### config.mk
export PLATFORM = sky130hd
export DESIGN_NAME = gpio_debounce
export DESIGN_NICKNAME = d
export VERILOG_FILES = /design/src/rtl/gpio_debounce.sv
export SDC_FILE = /design/constraint.sdc
export NUM_CORES = 1
export LEC_CHECK = 0
export ABC_AREA = 1
export BUFFER_PORTS_ARGS = -buffer_cell sky130_fd_sc_hd__buf_2
export CELL_PAD_IN_SITES_DETAIL_PLACEMENT = 1
export CELL_PAD_IN_SITES_GLOBAL_PLACEMENT = 2
export CORE_MARGIN = 4
export CORE_UTILIZATION = 35
export DETAILED_ROUTE_END_ITERATION = 8
export GPL_TIMING_DRIVEN = 0
export PLACE_DENSITY = 0.89
export SYNTH_ARGS = -nofsm -noshare
export SYNTH_HDL_FRONTEND = slang
export SYNTH_SLANG_ARGS = --single-unit
### constraint.sdc
create_clock -name clk -period 1.7 [get_ports clk]
set_input_delay 0.085 -clock clk [delete_from_list [all_inputs] [get_ports clk]]
set_output_delay 0.085 -clock clk [all_outputs]
set_load 0.05 [all_outputs]
### src/rtl/gpio_debounce.sv
// ---------------------------------------------------------------------------
// gpio_debounce
//
// Per-bit debounce filter and edge-event detector for external inputs that
// have already been synchronized into the clk domain. Each bit is fully
// independent: a bit's filtered level only changes after STABLE_CYCLES
// consecutive samples that differ from the current level. Every accepted
// change produces a registered one-cycle rise or fall pulse. Enabled pulses
// set a sticky interrupt-pending flag that software clears with a
// write-1-to-clear strobe.
//
// Parameters:
//   WIDTH          number of independent input bits
//   STABLE_CYCLES  consecutive mismatching samples needed to change level (>= 1)
//   INIT           reset value of every filtered level bit
//
// Ports:
//   clk          in   1      sole clock
//   rst_n        in   1      asynchronous active-low reset
//   sync_in      in   WIDTH  synchronized inputs
//   rise_en      in   WIDTH  per-bit rising-edge interrupt enable
//   fall_en      in   WIDTH  per-bit falling-edge interrupt enable
//   irq_clr      in   WIDTH  write-1-to-clear strobe for irq_pending
//   level        out  WIDTH  debounced level
//   rise_pulse   out  WIDTH  one-cycle pulse on a debounced 0->1 change
//   fall_pulse   out  WIDTH  one-cycle pulse on a debounced 1->0 change
//   irq_pending  out  WIDTH  sticky edge-event flags
//   irq          out  1      OR of irq_pending
// ---------------------------------------------------------------------------
module gpio_debounce #(
  parameter int unsigned WIDTH         = 8,
  parameter int unsigned STABLE_CYCLES = 1000,
  parameter logic        INIT          = 1'b0
) (
  input  logic             clk,
  input  logic             rst_n,
  input  logic [WIDTH-1:0] sync_in,
  input  logic [WIDTH-1:0] rise_en,
  input  logic [WIDTH-1:0] fall_en,
  input  logic [WIDTH-1:0] irq_clr,
  output logic [WIDTH-1:0] level,
  output logic [WIDTH-1:0] rise_pulse,
  output logic [WIDTH-1:0] fall_pulse,
  output logic [WIDTH-1:0] irq_pending,
  output logic             irq
);

  localparam int unsigned   CW      = $clog2(STABLE_CYCLES + 1);
  // Terminal count: the mismatch seen on this edge is the STABLE_CYCLES-th.
  localparam logic [CW-1:0] CNT_MAX = CW'(STABLE_CYCLES - 1);
  localparam logic [CW-1:0] CNT_ONE = CW'(1);

  logic [CW-1:0]    r_cnt [WIDTH];
  logic [WIDTH-1:0] r_level;
  logic [WIDTH-1:0] r_rise;
  logic [WIDTH-1:0] r_fall;
  logic [WIDTH-1:0] r_pend;

  logic [CW-1:0]    w_cnt_nxt [WIDTH];
  logic [WIDTH-1:0] w_level_nxt;
  logic [WIDTH-1:0] w_rise_nxt;
  logic [WIDTH-1:0] w_fall_nxt;
  logic [WIDTH-1:0] w_set;
  logic [WIDTH-1:0] w_pend_nxt;

  // Filter next-state: a matching sample restarts the count; the count never
  // passes CNT_MAX because reaching it always accepts the change and reloads 0.
  always_comb begin
    w_level_nxt = r_level;
    w_rise_nxt  = '0;
    w_fall_nxt  = '0;
    for (int i = 0; i < int'(WIDTH); i++) begin
      w_cnt_nxt[i] = r_cnt[i];
      if (sync_in[i] == r_level[i]) begin
        w_cnt_nxt[i] = '0;
      end else if (r_cnt[i] == CNT_MAX) begin
        w_cnt_nxt[i]   = '0;
        w_level_nxt[i] = sync_in[i];
        w_rise_nxt[i]  = sync_in[i];
        w_fall_nxt[i]  = ~sync_in[i];
      end else begin
        w_cnt_nxt[i] = r_cnt[i] + CNT_ONE;
      end
    end
  end

  // Pending flags: a set on the same edge as a clear wins so no event is lost.
  // Enables are only looked at while a pulse is present.
  always_comb begin
    w_set      = (r_rise & rise_en) | (r_fall & fall_en);
    w_pend_nxt = w_set | (r_pend & ~irq_clr);
  end

  always_ff @(posedge clk or negedge rst_n) begin
    if (!rst_n) begin
      for (int i = 0; i < int'(WIDTH); i++) begin
        r_cnt[i] <= '0;
      end
      r_level <= {WIDTH{INIT}};
      r_rise  <= '0;
      r_fall  <= '0;
      r_pend  <= '0;
    end else begin
      for (int i = 0; i < int'(WIDTH); i++) begin
        r_cnt[i] <= w_cnt_nxt[i];
      end
      r_level <= w_level_nxt;
      r_rise  <= w_rise_nxt;
      r_fall  <= w_fall_nxt;
      r_pend  <= w_pend_nxt;
    end
  end

  assign level       = r_level;
  assign rise_pulse  = r_rise;
  assign fall_pulse  = r_fall;
  assign irq_pending = r_pend;
  assign irq         = |r_pend;

endmodule

Word-level counts from Yosys, hierarchy flattened
Index checks and enable logic that the tools add are counted.
{ "op_classes": {"add_sub_neg": 8, "n_eq_ne": 16, "muxes": 48, "bitwise": 22, "n_reduce_logical": 9} }
{ "op_table": {"columns": ["op", "count"], "rows": [
  ["$mux 10", 16],
  ["$add 10x1->10 const B", 8],
  ["$eq 10x10->1 const B", 8],
  ["$mux 1", 32],
  ["$and 8x8->8", 3],
  ["$not 1->1", 16],
  ["$or 8x8->8", 2],
  ["$reduce_and 2->1", 8],
  ["$eq 1x1->1", 8],
  ["$not 8->8", 1],
  ["$reduce_or 8->1", 1]
]} }
{ "word_totals": {"ff_bits": 112, "word_cells": 122} }

Depth between registers and ports, before layout
Gate-level depths: netlist of run 1.
{ "depth": {"ltp_word": 3, "depth_mapped": 7, "depth_no_buf": 7} }

Worst setup path after synthesis of run 1
Ideal clock, no wire load.
{ "synth_path": {"path_type": "reg2reg", "start": "register r_level[6], in the netlist level[6]", "end": "register r_cnt[15] (netlist name)", "setup_time_ns": 0.080, "arrival_ns": 1.278, "required_ns": 1.620, "path_slack_ns": 0.341, "path_stages_with_launch": 6, "path_buffers": 0, "path_cell_list": "dfrtp_1 > inv_1 > or2_1 > nand2_1 > nand2_2 > nor3_2"} }
{ "synth_rtl": {"columns": ["element", "line", "source"], "rows": [
  ["start, declared", "54", "logic [WIDTH-1:0] r_level;"],
  ["start signal, assigned", "99", "r_level <= {WIDTH{INIT}};"],
  ["start signal, assigned", "107", "r_level <= w_level_nxt;"],
  ["end signal, assigned by index", "105", "r_cnt[i] <= w_cnt_nxt[i];"],
  ["end, declared", "53", "logic [CW-1:0] r_cnt [WIDTH];"]
]} }

Worst setup path in the final report of run 1
{ "layout_path": {"start": "register r_pend[6], in the netlist irq_pending[6]", "end": "output port irq"} }
{ "layout_via": {"elab_chain_cells": 1} }
{ "layout_lines": {"columns": ["element", "line", "source"], "rows": [
  ["start, declared", "57", "logic [WIDTH-1:0] r_pend;"],
  ["start signal, assigned", "110", "r_pend <= w_pend_nxt;"],
  ["$reduce_or 8->1", "118", "assign irq = |r_pend;"],
  ["end, declared", "45", "output logic irq"]
]} }
Every way passes these cells.

==> results of run 1 <==
power by group through the flow:
stage | combinational, mW | clock (mW) | sequential, mW
floorplan | 0.144 | 0 | 2.81
global placement | 0.290 | 0 | 2.80
detailed placement | 0.314 | 0 | 2.80
CTS | 0.341 | 2.39 | 2.75
global route | 0.381 | 2.51 | 2.76
finish | 0.328 | 2.31 | 2.75
worst min-delay path: cells and delay by family:
kind	cells	cell delay (ps)
AND/OR/NAND/NOR	2	130
buffers and inverters	1	110
metal layers:
metal / routed length (um) / track usage (%)
met5: 0 / 0
met4: 126 / 3.57
met3: 574 / 4.43
met2: 6020 / 26.7
met1: 5470 / 18.5
cells in the mapped netlist, drive strengths merged:
cell    count
nor2      141
nand2     118
dfrtp     112
inv        67
nand3      55
a21oi      25
xor2       18
nor3       16
ha          8
o211ai      8
or2         8
xnor2       7
o21ai       4
nand4       2
nor4        2
a31oi       1
nor3b       1
o21bai      1
path summary, 6_finish.rpt:
| check | from | slack (ps) | cells past startpoint | endpoint |
|---|---|---|---|---|
| min in group asynchronous | rst_n | 150 | 2 | r_cnt[53]$_DFF_PN0_ |
| max reg2reg | r_cnt[50]$_DFF_PN0_ | 290 | 6 | r_cnt[55]$_DFF_PN0_ |
| min reg2reg | r_cnt[60]$_DFF_PN0_ | 460 | 1 | r_cnt[60]$_DFF_PN0_ |
| max | irq_pending[6]$_DFF_PN0_ | 140 | 3 | irq |
| max in group asynchronous | rst_n | 830 | 3 | r_cnt[26]$_DFF_PN0_ |
| min | sync_in[4] | 10 | 3 | rise_pulse[4]$_DFF_PN0_ |
cells by family after synthesis:
logic type | share of synthesized area (%)
xor+xnor | 4.15
compound gates | 4.58
buf+inv | 4.77
flops | 53.2
simple gates | 31.4
fa+ha+maj | 1.90
sequential cells by signal, indices dropped and copies added, names as in the netlist:
name         cells
fall_pulse       8
level            8
r_cnt           80
irq_pending      8
rise_pulse       8
layout make-up:
cell class                 instances  area (um^2)
fill                            1747         8240
sequential                       112         2800
multi-input combinational        415         2230
timing repair buffer              87          564
inverter                          67          251
tap                              184          230
clock buffer                       9          225
clock inverter                     7          103
what timing repair did:
item,in CTS,in global routing
endpoints found under the setup margin,1,1
hold endpoints to repair,123,0
gates resized for setup,1,1
hold buffers,20,0
==> impl_results.html, run 1 <==
<table>
<tr><th>Metric</th><th>Value</th></tr>
<tr><th colspan="2">CTS</th></tr>
<tr><td>Clock-pin transition on the worst setup and hold timing paths</td><td>70 ps</td></tr>
<tr><td>Clock tree sinks</td><td>roughly 110</td></tr>
<tr><td>Maximum root-to-sink buffer count</td><td>2</td></tr>
<tr><td>Number of buffers added for setup after CTS</td><td>0</td></tr>
<tr><td>CTS tree</td><td>done</td></tr>
<tr><td>Clock H-tree levels</td><td>3</td></tr>
<tr><td>Clock network latency to the later pin of the worst-skew pair</td><td>roughly 350 ps</td></tr>
<tr><td>Buffer cell driving the clock tree root</td><td>clkbuf_16</td></tr>
<tr><td>Number of buffers added by the clock tree synthesis step</td><td>9</td></tr>
<tr><th colspan="2">Power</th></tr>
<tr><td>Leak pwr</td><td>approximately 3 nW</td></tr>
<tr><td>Total design power</td><td>~5.4 mW</td></tr>
<tr><td>Register share of total power</td><td>between 50% and 60%</td></tr>
<tr><td>Combinational share of power</td><td>6.1%</td></tr>
<tr><td>Cell Int Power</td><td>4.14 mW</td></tr>
<tr><td>Peak supply drop</td><td>between 0.6 and 0.7 mV</td></tr>
<tr><td>Power per cell area</td><td>841 nW/um^2</td></tr>
<tr><td>Net switching power</td><td>about 1.2 mW</td></tr>
<tr><td>Share of power burned in the clock network</td><td>between 40% and 50%</td></tr>
<tr><td>Fraction of power spent switching nets</td><td>a little under a quarter</td></tr>
<tr><th colspan="2">Timing</th></tr>
<tr><td>Final Skew</td><td>7.19 ps</td></tr>
<tr><td>Minimum period implied by the final worst setup slack</td><td>about 1600 ps</td></tr>
<tr><td>Part of the cycle the worst path needs</td><td>91.9%</td></tr>
<tr><td>Slew @ Worst Pin</td><td>477 ps</td></tr>
<tr><td>Hold violation total from the final report</td><td>0</td></tr>
<tr><td>Post-Route Setup TNS</td><td>0 ps</td></tr>
<tr><td>Worst hold slack</td><td>14.2 ps</td></tr>
<tr><td>Unrepaired setup endpoints after global routing</td><td>false</td></tr>
<tr><td>Number of pins exceeding their max-slew limit in the final report</td><td>0</td></tr>
<tr><td>Achievable clock frequency</td><td>~640 MHz</td></tr>
<tr><td>Final number of setup-violating endpoints</td><td>0</td></tr>
<tr><td>Worst Slack Setup Final</td><td>138 ps</td></tr>
<tr><td>Worst-case headroom to the max-slew limit</td><td>about two thirds</td></tr>
<tr><th colspan="2">Floorplanning</th></tr>
<tr><td>Overall die area</td><td>17,100 um^2</td></tr>
<tr><td>Top Ports</td><td>67</td></tr>
<tr><td>Height of the die</td><td>about 130 um</td></tr>
<tr><td>FP Rows</td><td>44</td></tr>
<tr><td>Width of the die</td><td>between 100 and 150 um</td></tr>
<tr><td>Core Region</td><td>between 10,000 and 15,000 um^2</td></tr>
<tr><td>Starting density of the core</td><td>between 30% and 40%</td></tr>
<tr><th colspan="2">Synth</th></tr>
<tr><td>Syn Std Cell Area</td><td>5270 um^2</td></tr>
<tr><td>Mapped Nets</td><td>around 640</td></tr>
<tr><td>Number of distinct standard cells referenced by the synthesized netlist</td><td>24</td></tr>
<tr><td>Biggest area contributors in the synthesized netlist</td><td>dfrtp_1 53%, nor2_1 8.5%, nand2_1 7.7%, inv_1 4.8%, nand3_1 3.9%</td></tr>
<tr><td>Cells after synthesis</td><td>about 590</td></tr>
<tr><td>Avg Inst Size Synth</td><td>between 8 and 9 um^2</td></tr>
<tr><td>Portion of synthesized cell area occupied by the leading cell type</td><td>53.2%</td></tr>
<tr><td>Synthesized flop and latch total</td><td>between 100 and 150</td></tr>
<tr><td>Share of synthesized area occupied by flip-flops and latches</td><td>53.2%</td></tr>
<tr><td>Yosys synthesis warning count</td><td>0</td></tr>
<tr><td>Cell type contributing the most total cell area after synthesis</td><td>dfrtp_1</td></tr>
<tr><th colspan="2">Worst setup path</th></tr>
<tr><td>Worst path max stage delay</td><td>460 ps</td></tr>
<tr><td>Crit path required time</td><td>~1600 ps</td></tr>
<tr><td>Kind of capture point of the worst setup path</td><td>primary output</td></tr>
<tr><td>Cell Chain, Critical Path</td><td>nor4_4 -&gt; nand2_1 -&gt; buf_2</td></tr>
<tr><td>Crit-path slowest cell</td><td>dfrtp_1</td></tr>
<tr><td>Sort of element at the start of the critical path</td><td>flip-flop</td></tr>
<tr><td>Family with the most delay on the worst path</td><td>flip-flops</td></tr>
<tr><td>Worst EP arrival</td><td>about 1500 ps</td></tr>
<tr><td>Worst Setup Path Type</td><td>flip-flop to primary output</td></tr>
<tr><td>Peak fanout along the critical path</td><td>3</td></tr>
<tr><td>Combined buffer and inverter count along the critical path</td><td>1</td></tr>
<tr><th colspan="2">Placed design</th></tr>
<tr><td>HPWL after detailed placement</td><td>slightly above 9000 um</td></tr>
<tr><td>Placed cell count</td><td>around 850</td></tr>
<tr><td>Placed standard-cell area</td><td>roughly 5900 um^2</td></tr>
<tr><td>RD Place Congestion</td><td>around 0.80</td></tr>
<tr><td>Place WS</td><td>281 ps</td></tr>
<tr><td>Quantity of I/O buffers inserted on ports</td><td>66</td></tr>
<tr><th colspan="2">Cells and area</th></tr>
<tr><td>Layout Cells excl Fill</td><td>881</td></tr>
<tr><td>Ant. Diodes</td><td>0</td></tr>
<tr><td>Post-layout nets</td><td>~730</td></tr>
<tr><td>Final Cell Area</td><td>6410 um^2</td></tr>
<tr><td>Util after Layout</td><td>between 40% and 50%</td></tr>
<tr><td>Fraction of layout instances using a drive strength above 1</td><td>20.4%</td></tr>
<tr><td>Layout area overhead</td><td>21.6%</td></tr>
<tr><td>Most common library cell in the layout ignoring fill and taps</td><td>nor2_1</td></tr>
<tr><td>Top library cells by usage in the layout, fill and taps aside</td><td>119 x nor2_1, 112 x dfrtp_1, 108 x nand2_1</td></tr>
<tr><th colspan="2">Global routing</th></tr>
<tr><td>Via count of the first global-routing pass</td><td>roughly 4.6k</td></tr>
<tr><td>Total global routing overflow</td><td>0</td></tr>
<tr><td>First-pass GRT wire length</td><td>between 20,000 and 25,000 um</td></tr>
<tr><td>Pin count of the biggest net entering global routing</td><td>95</td></tr>
<tr><td>Antenna violations before repair</td><td>0</td></tr>
<tr><td>Overall routing resource usage</td><td>around 15%</td></tr>
<tr><th colspan="2">Route</th></tr>
<tr><td>Number of iterations in the first detailed-routing pass</td><td>4</td></tr>
<tr><td>First DRT Iteration DRCs</td><td>133</td></tr>
<tr><td>Via count</td><td>~4.2k</td></tr>
<tr><td>Final routed DRC violation total</td><td>0</td></tr>
<tr><td>Post-DR vias/cell</td><td>about 4.8</td></tr>
<tr><td>Wirelength, routed</td><td>12,200 um</td></tr>
<tr><td>Count of nets left with antenna violations after detail routing</td><td>0</td></tr>
<tr><td>Routed len/inst</td><td>roughly 14 um</td></tr>
<tr><th colspan="2">Job</th></tr>
<tr><td>Max cap viols</td><td>0</td></tr>
<tr><th colspan="2">Status</th></tr>
<tr><td>Outcome</td><td>finished clean</td></tr>
<tr><th colspan="2">Worst hold path</th></tr>
<tr><td>Path type of the worst min-delay path</td><td>input port to flip-flop</td></tr>
</table>
No activity file was read; power rests on OpenSTA's default activity.
==> inputs of run 2 (changes only) <==
--- a/config.mk
+++ b/config.mk
@@ -7,7 +7,7 @@
 export LEC_CHECK = 0
 export ABC_AREA = 1
 export BUFFER_PORTS_ARGS = -buffer_cell sky130_fd_sc_hd__buf_2
-export CELL_PAD_IN_SITES_DETAIL_PLACEMENT = 1
+export CELL_PAD_IN_SITES_DETAIL_PLACEMENT = 0
 export CELL_PAD_IN_SITES_GLOBAL_PLACEMENT = 2
 export CORE_MARGIN = 4
 export CORE_UTILIZATION = 35
==> run 2 against run 1 <==
Total power down 3.4%; worst setup slack improved by 19 ps; sequential share of layout area is 0.12 points higher; wire length decreased by 14%; critical path depth unchanged; die area unchanged; flip-flop and latch count unchanged; final cell count rose by 0.11%; cell area fell by 0.27%; largest cell class unchanged.
==> impl_results.html, run 2 (synthesized netlist as in run 1, its figures left out) <==
<table>
<tr><th>Metric</th><th>Value</th></tr>
<tr><th colspan="2">Status</th></tr>
<tr><td>Outcome</td><td>finished clean (unchanged)</td></tr>
<tr><th colspan="2">Timing</th></tr>
<tr><td>Unrepaired setup endpoints after global routing</td><td>false (unchanged)</td></tr>
<tr><td>Final number of setup-violating endpoints</td><td>0 (unchanged)</td></tr>
<tr><td>Worst hold slack</td><td>15.1 ps (was 14.2 ps)</td></tr>
<tr><td>Number of pins exceeding their max-slew limit in the final report</td><td>0 (unchanged)</td></tr>
<tr><td>Slew @ Worst Pin</td><td>464 ps (was 477 ps)</td></tr>
<tr><td>Part of the cycle the worst path needs</td><td>90.8% (was 91.9%)</td></tr>
<tr><td>Hold violation total from the final report</td><td>0 (unchanged)</td></tr>
<tr><td>Worst-case headroom to the max-slew limit</td><td>69.1% (was 68.2%)</td></tr>
<tr><td>Final Skew</td><td>6.76 ps (was 7.19 ps)</td></tr>
<tr><td>Minimum period implied by the final worst setup slack</td><td>1540 ps (was 1560 ps)</td></tr>
<tr><td>Achievable clock frequency</td><td>648 MHz (was 640 MHz)</td></tr>
<tr><th colspan="2">Cells and area</th></tr>
<tr><td>Ant. Diodes</td><td>0 (unchanged)</td></tr>
<tr><td>Number of flip-flops in the largest register</td><td>80 (unchanged)</td></tr>
<tr><td>Layout area overhead</td><td>21.2% (was 21.6%)</td></tr>
<tr><td>Combined flip-flop and latch cell area</td><td>2800 um^2 (unchanged)</td></tr>
<tr><td>Most common library cell in the layout ignoring fill and taps</td><td>nor2_1 (unchanged)</td></tr>
<tr><td>Fraction of layout instances using a drive strength above 1</td><td>20.1% (was 20.4%)</td></tr>
<tr><td>Top library cells by usage in the layout, fill and taps aside</td><td>119 x nor2_1, 112 x dfrtp_1, 108 x nand2_1 (unchanged)</td></tr>
<tr><td>Post-layout nets</td><td>735 (was 734)</td></tr>
<tr><td>Register containing the most flip-flops in the final layout</td><td>r_cnt (unchanged)</td></tr>
<tr><td>Layout Cells excl Fill</td><td>882 (was 881)</td></tr>
<tr><td>Total area of multi-input combinational cells</td><td>2230 um^2 (unchanged)</td></tr>
<tr><td>Count of fill cells added during filler insertion</td><td>1,474 (was 1,747)</td></tr>
<tr><th colspan="2">Worst hold path</th></tr>
<tr><td>Beginning of the worst hold path</td><td>sync_in[1] (was sync_in[4])</td></tr>
<tr><td>Path type of the worst min-delay path</td><td>input port to flip-flop (unchanged)</td></tr>
<tr><th colspan="2">CTS</th></tr>
<tr><td>CTS tree</td><td>done (unchanged)</td></tr>
<tr><td>Number of buffers added for setup after CTS</td><td>0 (unchanged)</td></tr>
<tr><td>Clock tree sinks</td><td>112 (unchanged)</td></tr>
<tr><td>Buffer cell driving the clock tree root</td><td>clkbuf_16 (unchanged)</td></tr>
<tr><td>Maximum root-to-sink buffer count</td><td>2 (unchanged)</td></tr>
<tr><td>Clock-pin transition on the worst setup and hold timing paths</td><td>70 ps (about the same)</td></tr>
<tr><td>Clock network latency to the later pin of the worst-skew pair</td><td>350 ps (about the same)</td></tr>
<tr><td>Clock H-tree levels</td><td>3 (unchanged)</td></tr>
<tr><td>Number of buffers added by the clock tree synthesis step</td><td>9 (unchanged)</td></tr>
<tr><th colspan="2">Route</th></tr>
<tr><td>Final routed DRC violation total</td><td>0 (unchanged)</td></tr>
<tr><td>Number of iterations in the first detailed-routing pass</td><td>4 (unchanged)</td></tr>
<tr><td>Wirelength, routed</td><td>10,500 um (was 12,200 um)</td></tr>
<tr><td>Count of nets left with antenna violations after detail routing</td><td>0 (unchanged)</td></tr>
<tr><td>Routed len/inst</td><td>11.9 um (was 13.8 um)</td></tr>
<tr><td>Post-DR vias/cell</td><td>4.59 (was 4.75)</td></tr>
<tr><td>Via count</td><td>4,045 (was 4,188)</td></tr>
<tr><td>First DRT Iteration DRCs</td><td>179 (was 133)</td></tr>
<tr><th colspan="2">Global routing</th></tr>
<tr><td>Antenna violations before repair</td><td>1 (was 0)</td></tr>
<tr><td>First-pass GRT wire length</td><td>17,600 um (was 20,800 um)</td></tr>
<tr><td>Overall routing resource usage</td><td>13.0% (was 15.2%)</td></tr>
<tr><td>Total global routing overflow</td><td>0 (unchanged)</td></tr>
<tr><td>Pin count of the biggest net entering global routing</td><td>95 (unchanged)</td></tr>
<tr><td>Via count of the first global-routing pass</td><td>3,923 (was 4,564)</td></tr>
<tr><th colspan="2">Worst setup path</th></tr>
<tr><td>Combined buffer and inverter count along the critical path</td><td>1 (unchanged)</td></tr>
<tr><td>Family with the most delay on the worst path</td><td>flip-flops (unchanged)</td></tr>
<tr><td>Cell Chain, Critical Path</td><td>nor4_4 -&gt; nand2_1 -&gt; buf_2 (unchanged)</td></tr>
<tr><td>Start point of the critical path</td><td>irq_pending[6]$_DFF_PN0_ (unchanged)</td></tr>
<tr><td>Worst Setup Path Type</td><td>flip-flop to primary output (unchanged)</td></tr>
<tr><td>Crit path required time</td><td>1620 ps (about the same)</td></tr>
<tr><td>Kind of capture point of the worst setup path</td><td>primary output (unchanged)</td></tr>
<tr><td>Crit-path slowest cell</td><td>dfrtp_1 (unchanged)</td></tr>
<tr><td>Worst EP arrival</td><td>1460 ps (was 1480 ps)</td></tr>
<tr><td>Worst path max stage delay</td><td>460 ps (about the same)</td></tr>
<tr><td>Sort of element at the start of the critical path</td><td>flip-flop (unchanged)</td></tr>
<tr><td>Origin of the critical flop-to-flop path</td><td>r_cnt[0]$_DFF_PN0_ (was r_cnt[50]$_DFF_PN0_)</td></tr>
<tr><td>Peak fanout along the critical path</td><td>3 (unchanged)</td></tr>
<tr><th colspan="2">Floorplanning</th></tr>
<tr><td>Width of the die</td><td>131 um (unchanged)</td></tr>
<tr><td>FP Rows</td><td>44 (unchanged)</td></tr>
<tr><td>Core Region</td><td>14,600 um^2 (unchanged)</td></tr>
<tr><td>Starting density of the core</td><td>36.0% (unchanged)</td></tr>
<tr><td>Overall die area</td><td>17,100 um^2 (unchanged)</td></tr>
<tr><td>Height of the die</td><td>131 um (unchanged)</td></tr>
<tr><td>Top Ports</td><td>67 (unchanged)</td></tr>
<tr><th colspan="2">Placed design</th></tr>
<tr><td>HPWL after detailed placement</td><td>7790 um (was 9080 um)</td></tr>
<tr><td>RD Place Congestion</td><td>0.802 (unchanged)</td></tr>
<tr><td>Quantity of I/O buffers inserted on ports</td><td>66 (unchanged)</td></tr>
<tr><td>Placed cell count</td><td>845 (unchanged)</td></tr>
<tr><th colspan="2">Power</th></tr>
<tr><td>Leak pwr</td><td>2.99 nW (was 3.00 nW)</td></tr>
<tr><td>Power per cell area</td><td>815 nW/um^2 (was 841 nW/um^2)</td></tr>
<tr><td>Peak supply drop</td><td>0.551 mV (was 0.630 mV)</td></tr>
<tr><th colspan="2">Job</th></tr>
<tr><td>Max cap viols</td><td>0 (unchanged)</td></tr>
</table>
[run 2: cell count changes in the layout (fill, tap and decap cells not counted)]
cell	delta
bufinv_16	-1
inv_6	-2
clkinv_4	-1
dlygate4sd3_1	+1
clkbuf_1	+2
clkinvlp_4	+1
clkbuf_8	+1
[run 2: what timing repair did]
action                                  CTS  global route
endpoints found under the setup margin    1             1
hold buffers                             21             0
hold endpoints to repair                124             0
resized for setup                         1             1
[run 2: final timing paths]
kind,endpoint,slack (ps),cells past startpoint
setup / recovery,irq,160,3
hold / removal,level[1]$_DFFE_PN0P_,20,3
setup reg to reg,r_cnt[0]$_DFF_PN0_,340,6
hold reg to reg,r_cnt[60]$_DFF_PN0_,460,1
max in group asynchronous,irq_pending[3]$_DFF_PN0_,860,3
min in group asynchronous,r_cnt[55]$_DFF_PN0_,140,2
[run 2: final cells by class]
cell class	count	area share, %
repair buffers	88	8.99
clock inverters	4	0.842
inverters	67	3.94
well taps	184	3.60
multi-input cells	415	34.9
flip-flops and latches	112	43.9
clock buffers	12	3.86
[run 2: per-layer routing]
layer | track usage, % | part of all wire (%) | vias up
li1 | - | - | 2077
met1 | 16.5 | 47 | 1873
met2 | 21.0 | 45 | 81
met3 | 4.80 | 6.8 | 12
met4 | 3.27 | 1.1 | 2
met5 | 0 | 0.067 | -
[run 2: report_power, final]
part / internal [mW] / switching, mW / total (mW)
sequential: 2.72 / 0.0356 / 2.75
clock: 1.19 / 0.947 / 2.13
combinational: 0.118 / 0.200 / 0.319
[run 2: worst register-to-register path, cell delays in order (launching register included)]
cell,delay (ps)
dfrtp_1,400
ha_1,220
nand2_1,120
inv_1,90
nand3_2,150
nand2_2,140
nor2_1,150
[run 2: through the flow]
stage / area [um^2] / total power, mW / setup slack (ps) / setup TNS [ps] / util, %
final: 6390 / 5.20 / 157 / 0 / 43.6
after global routing: 6390 / 5.47 / 10.7 / 0 / 43.6
after CTS: 6380 / 5.31 / 35.4 / 0 / 43.6
after detailed placement: 5860 / 3.11 / 270 / 0 / 40.0
after global placement: 5830 / 3.09 / -849 / -94080 / 39.8
after floorplan: 5270 / 2.96 / 341 / 0 / -
